==> src/rtl/inv_resp_checker_settle_timer.sv <==
// -----------------------------------------------------------------------------
// settle_timer
//   Loadable down-counter. Loading takes priority; otherwise the count
//   decrements once per cycle and parks at zero.
//
//   Ports:
//     clk    in   1   rising-edge clock
//     rst_n  in   1   asynchronous active-low reset (count -> 0)
//     load   in   1   load val this cycle
//     val    in   W   reload value
//     zero   out  1   count is zero (decoded from the count register)
// -----------------------------------------------------------------------------
module settle_timer #(
    parameter int W = 8
) (
    input  logic         clk,
    input  logic         rst_n,
    input  logic         load,
    input  logic [W-1:0] val,
    output logic         zero
);

    logic [W-1:0] count;

    always_ff @(posedge clk or negedge rst_n) begin
        if (!rst_n) begin
            count <= '0;
        end else if (load) begin
            count <= val;
        end else if (count != '0) begin
            count <= count - 1'b1;
        end
    end

    assign zero = (count == '0);

endmodule

==> config.mk <==
export PLATFORM = sky130hd
export DESIGN_NAME = settle_timer
export DESIGN_NICKNAME = d
export VERILOG_FILES = /design/src/rtl/inv_resp_checker_settle_timer.sv
export SDC_FILE = /design/constraint.sdc
export NUM_CORES = 1
export LEC_CHECK = 0
export CORE_AREA = 2 2 39 41
export CTS_BUF_LIST = sky130_fd_sc_hd__clkbuf_16
export DETAILED_ROUTE_END_ITERATION = 6
export DIE_AREA = 0 0 41 43
export PLACE_DENSITY = 0.72
export SYNTH_ARGS = -nofsm -noshare
export SYNTH_HDL_FRONTEND = slang
export SYNTH_SLANG_ARGS = --single-unit
export TNS_END_PERCENT = 20
==> constraint.sdc <==
create_clock -name clk -period 2.3 [get_ports clk]
set_input_delay 0.46 -clock clk [delete_from_list [all_inputs] [get_ports clk]]
set_output_delay 0.46 -clock clk [all_outputs]
set_load 0.02 [all_outputs]
==> results.sh <==
export IMPL_clk_path_buf_depth=2
export IMPL_grt_remaining_overflow=0
export IMPL_skew_ps=6.42
export IMPL_cts_root_buf="clkbuf_16"
export IMPL_hold_path_class="input pin to async pin"
export IMPL_syn_inst=54
export IMPL_grt_pass1_wl_mm=1.75
export IMPL_crit_path_start_kind="flip-flop"
export IMPL_clock_sinks=8
export IMPL_dp_hpwl_um=854
export IMPL_largest_reg_flops=8
export IMPL_syn_area_um2=477
export IMPL_track_usage=0.165
export IMPL_reg2reg_from="count[0]$_DFFE_PN0P_"
export IMPL_slew_headroom=0.682
export IMPL_vdd_drop_max_v=0.000390
export IMPL_rows=14
export IMPL_cts_clk_slew_worst_paths_ps=40
export IMPL_ant_nets=0
export IMPL_yosysSeqAreaShare=0.420
export IMPL_viasPerCell=5.58
export IMPL_drt_iter0_markers=15
export IMPL_io_buffers=11
export IMPL_setup_viol=0
export IMPL_die_w_um=41
export IMPL_top_register="count"
export IMPL_period_share=0.953
export IMPL_fmax_mhz=456
export IMPL_grt_pass1_vias=399
export IMPL_vias=502
export IMPL_finalMaxSlewViolations=0
export IMPL_tightestPinTransition_ps=473
export IMPL_synth_cell_types=27
export IMPL_final_nets=88
export IMPL_dieArea_um2=1760
export IMPL_cp_required_ps=1840
export IMPL_ys_ff_latch=8
export IMPL_layout_commonest_cell="clkdlybuf4s50_1"
export IMPL_syn_nets=66
export IMPL_core_area_um2=1380
export IMPL_rr_endpoint="count[4]$_DFFE_PN0P_"
export IMPL_reg_top3="count x8"
export IMPL_drive_gt1_frac=0.149
export IMPL_gp_congestion=0.842
export IMPL_drc=0
export IMPL_antenna_cells=0
export IMPL_synthAdderAreaFrac=0.0262
export IMPL_fillCellCount=125
export IMPL_period_needed_ps=2190
export IMPL_synth_compound_area_frac=0.234
export IMPL_wl_per_cell_um=13.0
export IMPL_avgSynthCellArea_um2=8.83
export IMPL_rr_worst_depth=6
export IMPL_htreeDepth=1
export IMPL_drt_pre_antenna_iters=4
export IMPL_synth_top_family_by_area="simple AND/OR/NAND/NOR gates"
export IMPL_synth_simple_area_share=0.249
export IMPL_arrival_ps=1730
export IMPL_outcome="complete, no violations"
export IMPL_maxCapViolations=0
export IMPL_setup_tns_ps=0
export IMPL_finalHoldViolations=0
export IMPL_placed_cells=87
export IMPL_clock_latency_ps=240
export IMPL_die_y_um=43
export IMPL_power_density_nw_per_um2=801
export IMPL_path_max_fanout=5
export IMPL_grt_setup_unrepaired="no"
export IMPL_tritoncts="yes"
export IMPL_ys_warn_count=0
export IMPL_layout_common_cells="clkdlybuf4s50_1 (10), dfrtp_1 (8), buf_4 (8)"
export IMPL_worst_setup_path_end_kind="output pin"
export IMPL_r2r_setup_slack_ps=510
export IMPL_routed_wl_mm=1.17
export IMPL_antenna_found_initial=0
export IMPL_syn_to_final_growth_pct=52.5
export IMPL_cts_buffers_inserted=3
export IMPL_floorplan_initialDensity=0.344
export IMPL_worstSetupPathType="flip-flop to output pin"
export IMPL_grt_max_degree=9
export IMPL_io_pins=12
export IMPL_synthXorXnorAreaFrac=0.0184
export IMPL_instances_no_fill=90
export IMPL_p_leak_nw=0.301
export IMPL_synth_mux_area_frac=0
## worst max-delay path, cell delays in order, from the launching register on
cell and delay [ps]:
dfrtp_1 400, inv_1 90, ha_1 160, or3b_1 370
nor2_1 140, dlygate4sd2_1 340
## final cells by class
class | instances | area [um2] | share of cell area
multi-input cells | 41 | 251 | 0.346
flip-flops and latches | 8 | 200 | 0.275
repair buffers | 19 | 169 | 0.232
clock buffers | 3 | 75.1 | 0.103
well taps | 16 | 20.0 | 0.0275
inverters | 3 | 11.3 | 0.0155
## worst max path at each step
stage	start	end	slack [ps]	depth (start not counted)
finish	count[0]$_DFFE_PN0P_	zero	110	5
global route	count[0]$_DFFE_PN0P_	zero	20	5
CTS	count[0]$_DFFE_PN0P_	zero	100	5
detailed placement	count[0]$_DFFE_PN0P_	zero	70	5
global placement	count[0]$_DFFE_PN0P_	zero	110	5
floorplan	count[0]$_DFFE_PN0P_	zero	340	5
## cell usage after synthesis (all sizes together)
cell type    count  area share
o311ai           1       0.018
dfrtp            8        0.42
a21oi            3       0.031
a221oi           1       0.018
xnor2            1       0.018
o31ai            3       0.047
a21boi           1       0.016
a31oi            1       0.013
nand4            1       0.013
or3              1       0.013
o41ai            1       0.018
inv              3       0.024
o31a             1       0.018
o21ai            2       0.021
nand3            2       0.021
ha               1       0.026
nand2            5       0.039
nor3             3       0.031
o22ai            1       0.013
a2bb2oi          1       0.018
or3b             1       0.018
nor4             2       0.026
nor3b            1       0.016
dlygate4sd1      1       0.018
clkbuf           1       0.010
nor2             5       0.039
or4              2       0.031
## stage by stage
step                setup WS [ps]  utilization  cell area (um2)  total power, mW  hold WS [ps]
floorplan                     335            -              477            0.234           164
global placement              106        0.472              653            0.284           616
detailed placement           71.3        0.472              653            0.285           594
CTS                          97.0        0.525              727            0.589           520
global route                 16.9        0.525              727            0.609           546
finish                        108        0.525              727            0.582           511
## per-layer routing
layer,part of all wire,up-vias,GRT usage
li1,-,249,-
met1,0.43,229,0.193
met2,0.47,19,0.225
met3,0.061,5,0.0471
met4,0.037,0,0.160
met5,0,-,0
## report_power, final
group | switching [mW] | internal (mW) | total [mW]
Combinational | 0.0493 | 0.0585 | 0.108
Sequential | 0.0178 | 0.159 | 0.177
Clock | 0.0727 | 0.225 | 0.297
Total | 0.140 | 0.442 | 0.582
## cell families after synthesis
logic type               after synthesis
AO/OA/AOI/OAI                         16
flip-flops                             8
AND/OR/NAND/NOR                       23
buffers and inverters                  5
XOR/XNOR                               1
adder cells (fa/ha/maj)                1
## repair_timing
| item | 4_1_cts | 5_1_grt |
|---|---|---|
| gates resized for setup | 1 | 0 |
| buffers inserted | 0 | 0 |
| hold buffers | 0 | 0 |
| setup endpoints to repair | 1 | 0 |
Power figures use the tool's default switching activity.
